===== config.mk =====
export PLATFORM = sky130hd
export DESIGN_NAME = ex_ctrl_flat
export DESIGN_NICKNAME = d
export VERILOG_FILES = /design/src/rtl/ex_ctrl_if.sv /design/src/rtl/ex_ctrl.sv /design/src/flat_wrapper.sv
export SDC_FILE = /design/constraint.sdc
export NUM_CORES = 1
export LEC_CHECK = 0
export CORE_MARGIN = 2
export CORE_UTILIZATION = 40
export CTS_CLUSTER_SIZE = 20
export DETAILED_ROUTE_END_ITERATION = 12
export GPL_TIMING_DRIVEN = 0
export PLACE_DENSITY = 0.84
export SYNTH_ARGS = -nofsm -noshare
export SYNTH_HDL_FRONTEND = slang
export SYNTH_SLANG_ARGS = --single-unit

===== constraint.sdc =====
create_clock -name clk -period 4.5 [get_ports clk]
set_input_delay 0.9 -clock clk [delete_from_list [all_inputs] [get_ports clk]]
set_output_delay 0.9 -clock clk [all_outputs]
set_load 0.03 [all_outputs]

===== src/rtl/ex_ctrl_if.sv =====
// ex_ctrl_if: bundle of the execute-stage sequencer's handshake and status
// signals. The "master" modport is the surrounding pipeline (decode, execute
// datapath, MEM stage); the "slave" modport is ex_ctrl itself.
//
// Handshake rules:
// - ID->EX: an instruction moves into EX on a rising edge where
//   id_valid & ex_ready is high. ex_ready never depends on id_valid.
// - EX->MEM: the EX result moves on a rising edge where
//   ex_valid & mem_ready is high (ex_fire).
// - While ex_valid is high and mem_ready is low, ex_instr is held stable.
interface ex_ctrl_if;
    logic        id_valid;
    logic [15:0] id_instr;
    logic        ex_ready;
    logic        ex_valid;
    logic [15:0] ex_instr;
    logic        branch_cond;
    logic [15:0] pc_out_br;
    logic        err;
    logic        mem_ready;
    logic        ex_fire;
    logic        redirect;
    logic [15:0] redirect_pc;
    logic        flush;
    logic        halted;
    logic        err_out;
    logic [15:0] stall_cnt;
    logic [15:0] flush_cnt;
    logic [1:0]  dbg_state;

    modport master (
        output id_valid, id_instr, branch_cond, pc_out_br, err, mem_ready,
        input  ex_ready, ex_valid, ex_instr, ex_fire, redirect, redirect_pc,
               flush, halted, err_out, stall_cnt, flush_cnt, dbg_state
    );

    modport slave (
        input  id_valid, id_instr, branch_cond, pc_out_br, err, mem_ready,
        output ex_ready, ex_valid, ex_instr, ex_fire, redirect, redirect_pc,
               flush, halted, err_out, stall_cnt, flush_cnt, dbg_state
    );
endinterface


===== src/rtl/ex_ctrl.sv =====
// ex_ctrl: execute-stage pipeline sequencer for the 16-bit WISC core.
// It owns the ID/EX occupancy register and inserts load-use bubbles. It turns
// a resolved branch or jump into a one-cycle redirect/flush, and it stops the
// pipe on HALT or an ALU error.
// Optional feature: define EX_CTRL_PERF_EN to build the saturating
// stall_cnt/flush_cnt performance counters. When it is undefined, both
// outputs read zero and no counter flops exist.
module ex_ctrl #(
    parameter logic [15:0] NOP_INSTR = 16'h0800
) (
    input  logic     clk,
    input  logic     rst,
    ex_ctrl_if.slave bus
);

    localparam logic [4:0] OP_HALT = 5'b00000;
    localparam logic [4:0] OP_LD   = 5'b10001;

    typedef enum logic [1:0] {
        ST_RUN      = 2'd0,
        ST_REDIRECT = 2'd1,
        ST_HALTED   = 2'd2
    } state_t;

    state_t      r_state;
    state_t      w_next_state;

    logic        r_ex_valid;
    logic [15:0] r_ex_instr;
    logic [15:0] r_redirect_pc;
    logic        r_err_out;

    logic        w_halt_op;
    logic        w_is_ld;
    logic        w_lu;
    logic        w_fire;
    logic        w_ready;
    logic        w_kill;
    logic        w_to_halt;
    logic        w_to_redirect;

    // Decode the instruction currently held in EX.
    always_comb begin
        w_halt_op = (r_ex_instr[15:11] == OP_HALT);
        w_is_ld   = (r_ex_instr[15:11] == OP_LD);
    end

    // Load-use hazard. The register-field comparison is deliberately
    // conservative: both ID source fields are compared for every format.
    always_comb begin
        w_lu = r_ex_valid && w_is_ld &&
               ((r_ex_instr[7:5] == bus.id_instr[10:8]) ||
                (r_ex_instr[7:5] == bus.id_instr[7:5]));
    end

    // Handshake decode. An instruction in EX that will redirect, halt or
    // raise an error blocks acceptance, so no wrong-path or post-HALT
    // instruction ever enters the slot.
    always_comb begin
        w_fire  = r_ex_valid && bus.mem_ready;
        w_kill  = r_ex_valid && (bus.branch_cond || bus.err || w_halt_op);
        w_ready = (r_state == ST_RUN) &&
                  (!r_ex_valid || bus.mem_ready) &&
                  !w_lu && !w_kill;
    end

    // Next-state logic. Priority inside RUN: error, then HALT, then branch.
    always_comb begin
        w_next_state  = r_state;
        w_to_halt     = 1'b0;
        w_to_redirect = 1'b0;
        case (r_state)
            ST_RUN: begin
                if (w_fire && (bus.err || w_halt_op)) begin
                    w_next_state = ST_HALTED;
                    w_to_halt    = 1'b1;
                end else if (w_fire && bus.branch_cond) begin
                    w_next_state  = ST_REDIRECT;
                    w_to_redirect = 1'b1;
                end
            end
            ST_REDIRECT: begin
                w_next_state = ST_RUN;
            end
            ST_HALTED: begin
                w_next_state = ST_HALTED;
            end
            default: begin
                w_next_state = ST_RUN;
            end
        endcase
    end

    // State register.
    always_ff @(posedge clk or posedge rst) begin
        if (rst) begin
            r_state <= ST_RUN;
        end else begin
            r_state <= w_next_state;
        end
    end

    // ID/EX occupancy register. Accepting wins over firing, so accept and
    // fire in the same cycle simply overwrite the slot.
    always_ff @(posedge clk or posedge rst) begin
        if (rst) begin
            r_ex_valid <= 1'b0;
            r_ex_instr <= NOP_INSTR;
        end else if (bus.id_valid && w_ready) begin
            r_ex_valid <= 1'b1;
            r_ex_instr <= bus.id_instr;
        end else if (w_fire) begin
            r_ex_valid <= 1'b0;
            r_ex_instr <= NOP_INSTR;
        end
    end

    // Capture the redirect target and the error flag on the deciding fire.
    always_ff @(posedge clk or posedge rst) begin
        if (rst) begin
            r_redirect_pc <= 16'h0000;
            r_err_out     <= 1'b0;
        end else begin
            if (w_to_redirect) begin
                r_redirect_pc <= bus.pc_out_br;
            end
            if (w_to_halt) begin
                r_err_out <= bus.err;
            end
        end
    end

`ifdef EX_CTRL_PERF_EN
    logic [15:0] r_stall_cnt;
    logic [15:0] r_flush_cnt;

    // Saturating performance counters for load-use stalls and redirects.
    always_ff @(posedge clk or posedge rst) begin
        if (rst) begin
            r_stall_cnt <= 16'h0000;
            r_flush_cnt <= 16'h0000;
        end else begin
            if ((r_state == ST_RUN) && bus.id_valid && w_lu &&
                (r_stall_cnt != 16'hFFFF)) begin
                r_stall_cnt <= r_stall_cnt + 16'd1;
            end
            if (w_to_redirect && (r_flush_cnt != 16'hFFFF)) begin
                r_flush_cnt <= r_flush_cnt + 16'd1;
            end
        end
    end

    assign bus.stall_cnt = r_stall_cnt;
    assign bus.flush_cnt = r_flush_cnt;
`else
    assign bus.stall_cnt = 16'h0000;
    assign bus.flush_cnt = 16'h0000;
`endif

    assign bus.ex_ready    = w_ready;
    assign bus.ex_fire     = w_fire;
    assign bus.ex_valid    = r_ex_valid;
    assign bus.ex_instr    = r_ex_instr;
    assign bus.redirect    = (r_state == ST_REDIRECT);
    assign bus.flush       = (r_state == ST_REDIRECT);
    assign bus.halted      = (r_state == ST_HALTED);
    assign bus.redirect_pc = r_redirect_pc;
    assign bus.err_out     = r_err_out;
    assign bus.dbg_state   = r_state;

endmodule


===== src/flat_wrapper.sv =====
// flat-port wrapper written by rule: the top's interface ports become plain ports
module ex_ctrl_flat 
#(
    parameter logic [15:0] NOP_INSTR = 16'h0800
)
  (clk, rst, bus_id_valid, bus_id_instr, bus_branch_cond, bus_pc_out_br, bus_err, bus_mem_ready, bus_ex_ready, bus_ex_valid, bus_ex_instr, bus_ex_fire, bus_redirect, bus_redirect_pc, bus_flush, bus_halted, bus_err_out, bus_stall_cnt, bus_flush_cnt, bus_dbg_state);
  ex_ctrl_if bus_i ();
  input  logic clk;
  input  logic rst;
  input wire logic [$bits(bus_i.id_valid)-1:0] bus_id_valid;
  input wire logic [$bits(bus_i.id_instr)-1:0] bus_id_instr;
  input wire logic [$bits(bus_i.branch_cond)-1:0] bus_branch_cond;
  input wire logic [$bits(bus_i.pc_out_br)-1:0] bus_pc_out_br;
  input wire logic [$bits(bus_i.err)-1:0] bus_err;
  input wire logic [$bits(bus_i.mem_ready)-1:0] bus_mem_ready;
  output wire logic [$bits(bus_i.ex_ready)-1:0] bus_ex_ready;
  output wire logic [$bits(bus_i.ex_valid)-1:0] bus_ex_valid;
  output wire logic [$bits(bus_i.ex_instr)-1:0] bus_ex_instr;
  output wire logic [$bits(bus_i.ex_fire)-1:0] bus_ex_fire;
  output wire logic [$bits(bus_i.redirect)-1:0] bus_redirect;
  output wire logic [$bits(bus_i.redirect_pc)-1:0] bus_redirect_pc;
  output wire logic [$bits(bus_i.flush)-1:0] bus_flush;
  output wire logic [$bits(bus_i.halted)-1:0] bus_halted;
  output wire logic [$bits(bus_i.err_out)-1:0] bus_err_out;
  output wire logic [$bits(bus_i.stall_cnt)-1:0] bus_stall_cnt;
  output wire logic [$bits(bus_i.flush_cnt)-1:0] bus_flush_cnt;
  output wire logic [$bits(bus_i.dbg_state)-1:0] bus_dbg_state;
  assign bus_i.id_valid = bus_id_valid;
  assign bus_i.id_instr = bus_id_instr;
  assign bus_i.branch_cond = bus_branch_cond;
  assign bus_i.pc_out_br = bus_pc_out_br;
  assign bus_i.err = bus_err;
  assign bus_i.mem_ready = bus_mem_ready;
  assign bus_ex_ready = bus_i.ex_ready;
  assign bus_ex_valid = bus_i.ex_valid;
  assign bus_ex_instr = bus_i.ex_instr;
  assign bus_ex_fire = bus_i.ex_fire;
  assign bus_redirect = bus_i.redirect;
  assign bus_redirect_pc = bus_i.redirect_pc;
  assign bus_flush = bus_i.flush;
  assign bus_halted = bus_i.halted;
  assign bus_err_out = bus_i.err_out;
  assign bus_stall_cnt = bus_i.stall_cnt;
  assign bus_flush_cnt = bus_i.flush_cnt;
  assign bus_dbg_state = bus_i.dbg_state;
  ex_ctrl #(.NOP_INSTR(NOP_INSTR)) u_core (.clk(clk), .rst(rst), .bus(bus_i));
endmodule

Yosys cells after proc, flatten, opt, wreduce, memory -nomap -nowiden
Index checks and enable logic that the tools add are counted.

Flip-flop bits (word level): 36. Output and inout port bits: 73.

Equal/unequal tests: 6. Mux-type cells: 12. Reductions and logical operators: 21.

Operator list (number): 16-bit two-way mux (2); 1-bit logical AND (10); 1-bit two-way mux (7); 3-bit == test (2); 5-bit == test, second input constant (1); 5-bit logical NOT (1); 1-bit logical OR (5); 2-bit two-way mux (2); 2-bit case mux with 2 select lines (1); 1-bit logical NOT (3); 3-bit != test, second input constant (1); 2-bit by 1-bit == test with 1-bit output, second input constant (1); 2-bit == test, second input constant (1); 2-bit logical NOT (1); 2-bit nonzero test (1).

Logic depth before layout (Yosys ltp)
Gate-level depths: netlist of the first run.

Depth after elaboration: 8. Mapped depth: 6. Gate-level depth less buffers: 5.

Worst setup path before layout of the first run
OpenSTA, ideal clock, no wires.

Path type: input to output. Start point: input bus_id_instr[7]. End point: output bus_ex_ready. Data arrival time: 1.881 ns. Required time: 3.600 ns. Setup slack: 1.719 ns. Stages: 4. Cell sequence: xnor2_1 > nand3_2 > a21oi_2 > nor3_1.

Longest elaborated chain between the ends: 6.

Ends and longest elaborated chain: start, declared (RTL line flat_wrapper.sv:11) `input wire logic [$bits(bus_i.id_instr)-1:0] bus_id_instr;`; 3-bit == test (RTL line ex_ctrl.sv:53) `(r_ex_instr[7:5] == bus.id_instr[7:5]));`; 1-bit logical OR (RTL line ex_ctrl.sv:52) `((r_ex_instr[7:5] == bus.id_instr[10:8]) ||`; 1-bit logical AND (RTL line ex_ctrl.sv:51) `w_lu = r_ex_valid && w_is_ld &&`; 1-bit logical NOT (RTL line ex_ctrl.sv:64) `!w_lu && !w_kill;`; 1-bit logical AND (RTL line ex_ctrl.sv:63) `(!r_ex_valid || bus.mem_ready) &&`; 1-bit logical AND (RTL line ex_ctrl.sv:64); end, declared (RTL line flat_wrapper.sv:16) `output wire logic [$bits(bus_i.ex_ready)-1:0] bus_ex_ready;`.

Every way passes these cells.

Worst setup path in the final report of the first run
Start point: input bus_id_instr[6]. End point: output bus_ex_ready.

Same word-level chain as after synthesis.

==> run metrics, run 1 <==
status finished, final reports clean; Synth warnings 0; worst hold path type reg2reg; synthesized area between 1500 and 2000 µm²; Seq/Total Area, Yosys between 40 and 50%; Slew Viols, Final 0; most frequent CP cell clkdlybuf4s50_1; share of cells above drive strength 1 23.94%; Final ANT Viol Nets 0; # clock sinks 36; setup TNS 0 ns; post-route setup slack 0.9789 ns; CTS Hold Bufs 0; Layout Nets 321; Worst EP required 3.60 ns; final setup vio count 0; largest stage delay on the critical path 0.62 ns; CTS Buf Count 5; met3 Use GR 7.222%; max_cap viols 0; vias per cell 4.307; Worst-Skew Late Latency 0.28 ns; Post-Synthesis Cells 166; CP max-delay cell clkdlybuf4s50_1; part of the cycle the worst path needs 78.25%; crit path cell chain clkdlybuf4s50_1, xnor2_1, nand3_2, a21oi_2, nor3_1, clkdlybuf4s50_1; die area slightly above 5000 µm²; Power Dens Cells 561.2 nW/µm²; H-tree levels 2; Synth Flop Type dfrtp_1; Die Width 72.11 µm; Final Hold Viols 0; # resized after CTS 0; clk buf depth 2; CTS clk-pin slew, worst paths approximately 0.07 ns; DRC viols 0; worst vdd ir 0.3059 mV; Antenna diodes 0; core area 4414 µm²; commonest cells after routing, fill and taps aside clkdlybuf4s50_1, buf_4, dfrtp_1; CP arrival 2.62 ns; die extent in y 72.11 µm; first-pass GRT wire length 6.458 mm; CTS tree yes; # Post-CTS Setup Buffers 0; normalized max-slew margin between 40% and 50%; Pre-antenna DRT Iters 4; largest net degree at the start of global routing 20; commonest non-fill, non-tap cell in the layout clkdlybuf4s50_1; syn avg cell area 11.18 µm²; crit start category input pin; Distinct cells, synth 26; vias in the first global route 1,381; final setup skew about 0.0042 ns; CTS Root Cell clkbuf_8; asr flop ratio synth 100.0%; area grow syn2layout 58.19%; initial drt markers 66; leak pwr 1.427 nW; Power, Total 1.647 mW; Period minus WS final around 3.5 ns; total track usage between 10% and 20%; busiest grt layer met2; routability-driven placement congestion ratio 0.6871; hpwl dp 3.162 mm; Initial Util 42.04%; io pins 111; Worst-Margin Slew 0.8067 ns; wire per inst roughly 12 µm; initial antenna violation count 0; Synth Register Bits 36; critical path peak fanout 3; count of buffers from port buffering 78; Vias 1,447; fmax 284.0 MHz; met1 Use GR 19.66%; M2 GR Usage between 20% and 30%; final wirelength roughly 4.0 mm; number of flops mapped to enable cells by yosys 0; post-placement setup slack a little under 1 ns; unrepaired setup endpoints after global routing no; Std-Cell Rows 24; critical path type in2out; total grt overflow 0; Worst setup EP type primary output
synth_stat cells, drive strengths merged (3+ instances only):
cell	count	share of area [%]
mux2	16	9.7
nor2b	4	1.3
nor3	5	1.6
xnor2	6	2.8
nor2	5	1.0
a22o	4	2.1
mux2i	12	6.5
nand3	3	1.3
buf	36	15
nand2	13	2.6
a21oi	5	1.8
dfrtp	35	47
inv	15	3.0
report_power, final:
group	internal (mW)	switching, mW	total, mW
Clock	0.125	0.106	0.230
Combinational	0.399	0.490	0.888
Sequential	0.444	0.0850	0.529
Total	0.967	0.680	1.65
flip-flops by register name, summed over array words and instances (netlist names):
| register | flops |
|---|---|
| u_core.bus.dbg_state | 2 |
| u_core.bus.redirect_pc | 16 |
| u_core.bus.err_out | 1 |
| u_core.bus.ex_instr | 16 |
| u_core.bus.ex_valid | 1 |
cell type report:
cell class                 count  area [µm²]
buffer                        37       277.8
clock buffer                   8       90.09
fill                         365        1479
inverter                      15       56.30
multi-input combinational    109       735.7
sequential                    36       902.1
tap                           52       65.06
timing repair buffer          79       808.3
path summary, 6_finish.rpt:
kind	start	to	slack, ns	cells past startpoint
max	bus_id_instr[6]	bus_ex_ready	0.98	6
min	u_core.bus.redirect_pc[8]$_DFFE_PP0P_	u_core.bus.redirect_pc[8]$_DFFE_PP0P_	0.49	1
max reg2reg	u_core.bus.ex_instr[11]$_DFFE_PP1P_	u_core.bus.ex_instr[5]$_DFFE_PP0P_	2.46	6
min reg2reg	u_core.bus.redirect_pc[8]$_DFFE_PP0P_	u_core.bus.redirect_pc[8]$_DFFE_PP0P_	0.49	1
max in group asynchronous	rst	u_core.bus.ex_instr[11]$_DFFE_PP1P_	2.79	3
min in group asynchronous	rst	u_core.bus.redirect_pc[3]$_DFFE_PP0P_	1.07	2
worst max-delay path: cells and delay by family:
family	cells	cell delay, ns
buffers and inverters	2	1.12
AO/OA/AOI/OAI	1	0.26
AND/OR/NAND/NOR	2	0.19
XOR/XNOR	1	0.15
metal layers:
layer	wire length [µm]	vias up
met1	1672	657
met3	513	4
met2	1761	77
met4	40	0
met5	0	-
li1	-	709
cell families after synthesis:
logic type / share of synthesized area [%]
mux: 16.18
buf+inv: 18.00
xor+xnor: 2.832
simple gates: 9.913
flops: 48.62
compound gates: 4.248
other cells: 0.2021
per-stage QoR:
| step | cells | utilization [%] | hold WS (ns) | instance area (µm²) |
|---|---|---|---|---|
| 6_report | 336 | 66.50 | 0.4889 | 2935 |
| 5_1_grt | 336 | 66.50 | 0.5210 | 2935 |
| 4_1_cts | 336 | 66.50 | 0.4978 | 2935 |
| 3_5_place_dp | 328 | 64.46 | 0.4820 | 2845 |
| 3_3_place_gp | 327 | 63.83 | 0.4705 | 2818 |
| 2_1_floorplan | 197 | - | 0.5765 | 1972 |
Power figures use the tool's default switching activity.
==> run 2, diff against run 1 <==
CORE_UTILIZATION = 37   (was 40)
PLACE_DENSITY = 0.79   (was 0.84)
clock period = 3.25 ns   (was 4.5 ns; I/O delays follow)
==> run metrics, run 2 (synthesis gave the netlist of run 1 again) <==
switch share 41.42% (was 41.28%); most frequent CP cell clkdlybuf4s50_1 (unchanged); max_cap viols 0 (unchanged); worst hold path type reg2reg (unchanged); setup TNS 0 ns (unchanged); Worst setup EP type primary output (unchanged); initial antenna violation count 0 (unchanged); first-pass GRT wire length 6.223 mm (was 6.458 mm); combinational cell fraction of total power 53.7% (was 53.9%); Final Hold Viols 0 (unchanged); fmax 336.0 MHz; CTS clk-pin slew, worst paths 0.06 ns (was 0.07 ns); DRC viols 0 (unchanged); CTS Root Cell clkbuf_8 (unchanged); commonest cells after routing, fill and taps aside clkdlybuf4s50_1, buf_4, dfrtp_1 (unchanged); final setup skew 0.005375 ns (was 0.004154 ns); CTS tree yes (unchanged); normalized max-slew margin 50.85% (was 46.16%); crit path cell chain clkdlybuf4s50_1, xnor2_1, nand3_2, a21oi_2, nor3_1, clkdlybuf4s50_1 (unchanged); commonest non-fill, non-tap cell in the layout clkdlybuf4s50_1 (unchanged); Seq pwr share 32.2% (was 32.1%); Period minus WS final approximately 3.0 ns; Non-Filler Instances 350 (was 336); initial drt markers 39 (was 66); CTS Hold Bufs 0 (unchanged); count of buffers from port buffering 78 (unchanged); # resized after CTS 0 (unchanged); die area 5597 µm² (was 5200 µm²); routability-driven placement congestion ratio 0.7421 (was 0.6871); Clk pwr share 14.1% (was 14.0%); Worst-Skew Late Latency 0.28 ns (about the same); status finished, final reports clean (unchanged); Initial Util 38.77% (was 42.04%); Slew Viols, Final 0 (unchanged); crit start category input pin (unchanged); Antenna diodes 0 (unchanged); CP arrival 2.33 ns (was 2.62 ns); wire per inst 11.23 µm (was 11.87 µm); CTS Buf Count 5 (unchanged); die extent in y 74.82 µm (was 72.11 µm); hpwl dp 3.127 mm (was 3.162 mm); P_int 1.336 mW (was 967.3 µW); Net Switching 944.5 µW (was 680.0 µW); Vias 1,432 (was 1,447); worst hold path depth 1 (unchanged); Std-Cell Rows 25 (was 24); leak pwr 1.413 nW (was 1.427 nW); unrepaired setup endpoints after global routing no (unchanged); core area 4786 µm² (was 4414 µm²); placed cells 342 (was 328); vias in the first global route 1,405 (was 1,381); Final ANT Viol Nets 0 (unchanged); io pins 111 (unchanged); depth of the most critical reg-to-reg path 6 (unchanged); worst vdd ir 0.3884 mV (was 0.3059 mV); CP max-delay cell clkdlybuf4s50_1 (unchanged); final setup vio count 0 (unchanged); # Post-CTS Setup Buffers 0 (unchanged); critical path type in2out (unchanged); Power Dens Cells 779.3 nW/µm² (was 561.2 nW/µm²); final wirelength 3.932 mm (was 3.988 mm); Pre-antenna DRT Iters 4 (unchanged); Die Width 74.82 µm (was 72.11 µm); critical path peak fanout 3 (unchanged); total track usage 15.10% (was 15.93%); area grow syn2layout 57.72% (was 58.19%); clk buf depth 2 (unchanged); # clock sinks 36 (unchanged); total grt overflow 0 (unchanged); worst hold slack 0.4930 ns (was 0.4889 ns); Worst EP required 2.60 ns (was 3.60 ns); share of cells above drive strength 1 24.03% (was 23.94%); Worst-Margin Slew 0.7362 ns (was 0.8067 ns); H-tree levels 2 (unchanged); largest stage delay on the critical path 0.71 ns (was 0.62 ns); largest net degree at the start of global routing 37 (was 20); vias per cell 4.091 (was 4.307); part of the cycle the worst path needs between 90% and 100%; Layout Nets 320 (was 321)
-- run 2: cell count changes in the layout (fill, tap and decap cells not counted), sizes merged --
cell | previous run | this run
buf | 37 | 36
-- run 2: worst max-delay path, delay by kind of cell --
kind / cells / cell delay, ns
buffers and inverters: 2 / 1.15
and+or+nand+nor: 2 / 0.29
xor gates and xnor gates: 1 / 0.15
AOI/OAI and AO/OA: 1 / 0.08
-- run 2: layer usage --
layer	track usage, %	part of all wire [%]	routed length (µm)
met1	16.79	39	1546
met3	4.953	7.1	280
met5	0	0	0
met4	7.738	2.0	80
met2	25.86	52	2025
-- run 2: area by class of cell --
class,instances,area [µm²]
well taps,67,83.83
repair buffers,78,780.7
clock buffers,8,90.09
inverters,15,56.30
flip-flops and latches,36,902.1
multi-input cells,109,735.7
fillers,409,1859
plain buffers,37,277.8
-- run 2: per-stage QoR --
step           util [%]  instance area, µm²  power [mW]  setup WS (ns)
6_report          61.15                2927       2.281         0.2740
5_1_grt           61.15                2927       2.405         0.1731
4_1_cts           61.15                2927       2.306         0.2360
3_5_place_dp      59.27                2836       1.977         0.2391
3_3_place_gp      59.27                2836       1.957         0.2347
2_1_floorplan         -                1972       1.489         0.9085
-- run 2: worst paths after layout --
check                                                 startpoint  slack (ns)                                endpoint
max                                             bus_id_instr[10]        0.27                            bus_ex_ready
min                        u_core.bus.redirect_pc[8]$_DFFE_PP0P_        0.49   u_core.bus.redirect_pc[8]$_DFFE_PP0P_
max reg2reg                  u_core.bus.ex_instr[11]$_DFFE_PP1P_        1.25      u_core.bus.ex_instr[7]$_DFFE_PP0P_
min reg2reg                u_core.bus.redirect_pc[8]$_DFFE_PP0P_        0.49   u_core.bus.redirect_pc[8]$_DFFE_PP0P_
max in group asynchronous                                    rst        1.97      u_core.bus.ex_instr[8]$_DFFE_PP0P_
min in group asynchronous                                    rst        0.81  u_core.bus.redirect_pc[15]$_DFFE_PP0P_
-- run 2: power by group through the flow --
stage               Sequential [mW]  Clock, mW  Combinational, mW
finish                        0.734      0.321               1.23
global route                  0.756      0.352               1.30
CTS                           0.735      0.332               1.24
detailed placement            0.740          0               1.24
global placement              0.733          0               1.22
floorplan                      1.05          0              0.437
==> run 3, diff against run 2 <==
PLACE_DENSITY = 0.78   (was 0.79)
==> run metrics, run 3 (synthesis gave the netlist of run 1 again) <==
commonest non-fill, non-tap cell in the layout clkdlybuf4s50_1 (unchanged); io pins 111 (unchanged); CTS Hold Bufs 0 (unchanged); core area 4786 µm² (unchanged); Vias 1,425 (was 1,432); Worst setup EP type primary output (unchanged); count of buffers from port buffering 78 (unchanged); final wirelength 4.025 mm (was 3.932 mm); crit start category input pin (unchanged); Final Hold Viols 0 (unchanged); Antenna diodes 0 (unchanged); vias in the first global route 1,299 (was 1,405); # Post-CTS Setup Buffers 0 (unchanged); critical path type in2out (unchanged); worst vdd ir 0.4630 mV (was 0.3884 mV); CTS Buf Count 5 (unchanged); post-placement setup slack 0.2480 ns (was 0.2391 ns); CTS tree yes (unchanged); fmax 335.2 MHz (was 336.0 MHz); status finished, final reports clean (unchanged); Final ANT Viol Nets 0 (unchanged); fin util 60.89% (was 61.15%); commonest cells after routing, fill and taps aside clkdlybuf4s50_1, buf_4, dfrtp_1 (unchanged); Std-Cell Rows 25 (unchanged); die area 5597 µm² (unchanged); Die Width 74.82 µm (unchanged); register area 902.1 µm² (unchanged); Period minus WS final 2.983 ns (was 2.976 ns); Power Dens Cells 776.6 nW/µm² (was 779.3 nW/µm²); final setup skew 0.007889 ns (was 0.005375 ns); initial antenna violation count 0 (unchanged); CTS Root Cell clkbuf_8 (unchanged); die extent in y 74.82 µm (unchanged); total grt overflow 0 (unchanged); final setup vio count 0 (unchanged); post-route setup slack 0.2670 ns (was 0.2740 ns); worst hold path type reg2reg (unchanged); part of the cycle the worst path needs 91.79% (was 91.57%); wire per inst 11.53 µm (was 11.23 µm); hpwl dp 3.147 mm (was 3.127 mm); critical path peak fanout 3 (unchanged); Worst EP required 2.60 ns (about the same); DRC viols 0 (unchanged); clk buf depth 2 (unchanged); CP arrival 2.33 ns (about the same); total track usage 14.89% (was 15.10%); worst hold slack 0.4927 ns (was 0.4930 ns); unrepaired setup endpoints after global routing no (unchanged); Fill cells 412 (was 409); vias per cell 4.083 (was 4.091); Initial Util 38.77% (unchanged); Slew Viols, Final 0 (unchanged); Worst-Margin Slew 0.7501 ns (was 0.7362 ns); Layout Nets 320 (unchanged); first-pass GRT wire length 6.154 mm (was 6.223 mm); largest net degree at the start of global routing 37 (unchanged); max_cap viols 0 (unchanged); area of the multi-input gates 735.7 µm² (unchanged); share of cells above drive strength 1 24.11% (was 24.03%); setup TNS 0 ns (unchanged); initial drt markers 36 (was 39); Pre-antenna DRT Iters 4 (unchanged); Worst-Skew Late Latency 0.29 ns (was 0.28 ns); H-tree levels 2 (unchanged); # clock sinks 36 (unchanged); CTS clk-pin slew, worst paths 0.07 ns (was 0.06 ns); normalized max-slew margin 49.92% (was 50.85%); # resized after CTS 0 (unchanged); area grow syn2layout 57.05% (was 57.72%); routability-driven placement congestion ratio 0.7072 (was 0.7421); leak pwr 1.409 nW (was 1.413 nW)
-- run 3: cell count changes in the layout (fill, tap and decap cells not counted) --
cell      previous run  this run
clkbuf_8             6         5
clkinv_2             0         1
clkbuf_1             3         2
-- run 3: metal layers --
| metal | wire [µm] | vias to the layer above | GRT usage (%) |
|---|---|---|---|
| met4 | 89 | 0 | 7.341 |
| li1 | - | 701 | - |
| met2 | 2047 | 61 | 24.88 |
| met3 | 254 | 11 | 4.418 |
| met1 | 1634 | 652 | 17.54 |
| met5 | 0 | - | 0 |
-- run 3: final cells by class --
| cell class | count | area share, % |
|---|---|---|
| Buffer | 37 | 9.532 |
| Clock buffer | 6 | 2.490 |
| Clock inverter | 1 | 0.1717 |
| Inverter | 15 | 1.932 |
| Multi-Input combinational cell | 109 | 25.25 |
| Sequential cell | 36 | 30.96 |
| Tap cell | 67 | 2.877 |
| Timing Repair Buffer | 78 | 26.79 |
-- run 3: critical path, cell delays in order --
cell             delay (ns)
clkdlybuf4s50_1        0.43
xnor2_1                0.22
nand3_2                0.09
a21oi_2                0.24
nor3_1                 0.09
clkdlybuf4s50_1        0.61
-- run 3: worst paths after layout --
check / cells after the start / slack [ns] / end / startpoint
setup / recovery: 6 / 0.27 / bus_ex_ready / bus_id_instr[6]
hold / removal: 1 / 0.49 / u_core.bus.redirect_pc[8]$_DFFE_PP0P_ / u_core.bus.redirect_pc[8]$_DFFE_PP0P_
setup reg to reg: 6 / 1.26 / u_core.bus.ex_instr[15]$_DFFE_PP0P_ / u_core.bus.ex_instr[11]$_DFFE_PP1P_
hold reg to reg: 1 / 0.49 / u_core.bus.redirect_pc[8]$_DFFE_PP0P_ / u_core.bus.redirect_pc[8]$_DFFE_PP0P_
max in group asynchronous: 2 / 1.96 / u_core.bus.err_out$_DFFE_PP0P_ / rst
min in group asynchronous: 2 / 0.81 / u_core.bus.redirect_pc[11]$_DFFE_PP0P_ / rst
-- run 3: metrics by stage --
step           power [mW]  cells  instance area [µm²]
5_1_grt             2.378    349                 2914
3_3_place_gp        1.958    342                 2836
6_report            2.263    349                 2914
3_5_place_dp        1.977    342                 2836
4_1_cts             2.280    349                 2914
2_1_floorplan       1.489    197                 1972
-- run 3: report_power, final --
group | switching [mW] | total [mW] | internal (mW)
Combinational | 0.679 | 1.23 | 0.548
Clock | 0.157 | 0.303 | 0.146
Sequential | 0.119 | 0.733 | 0.615
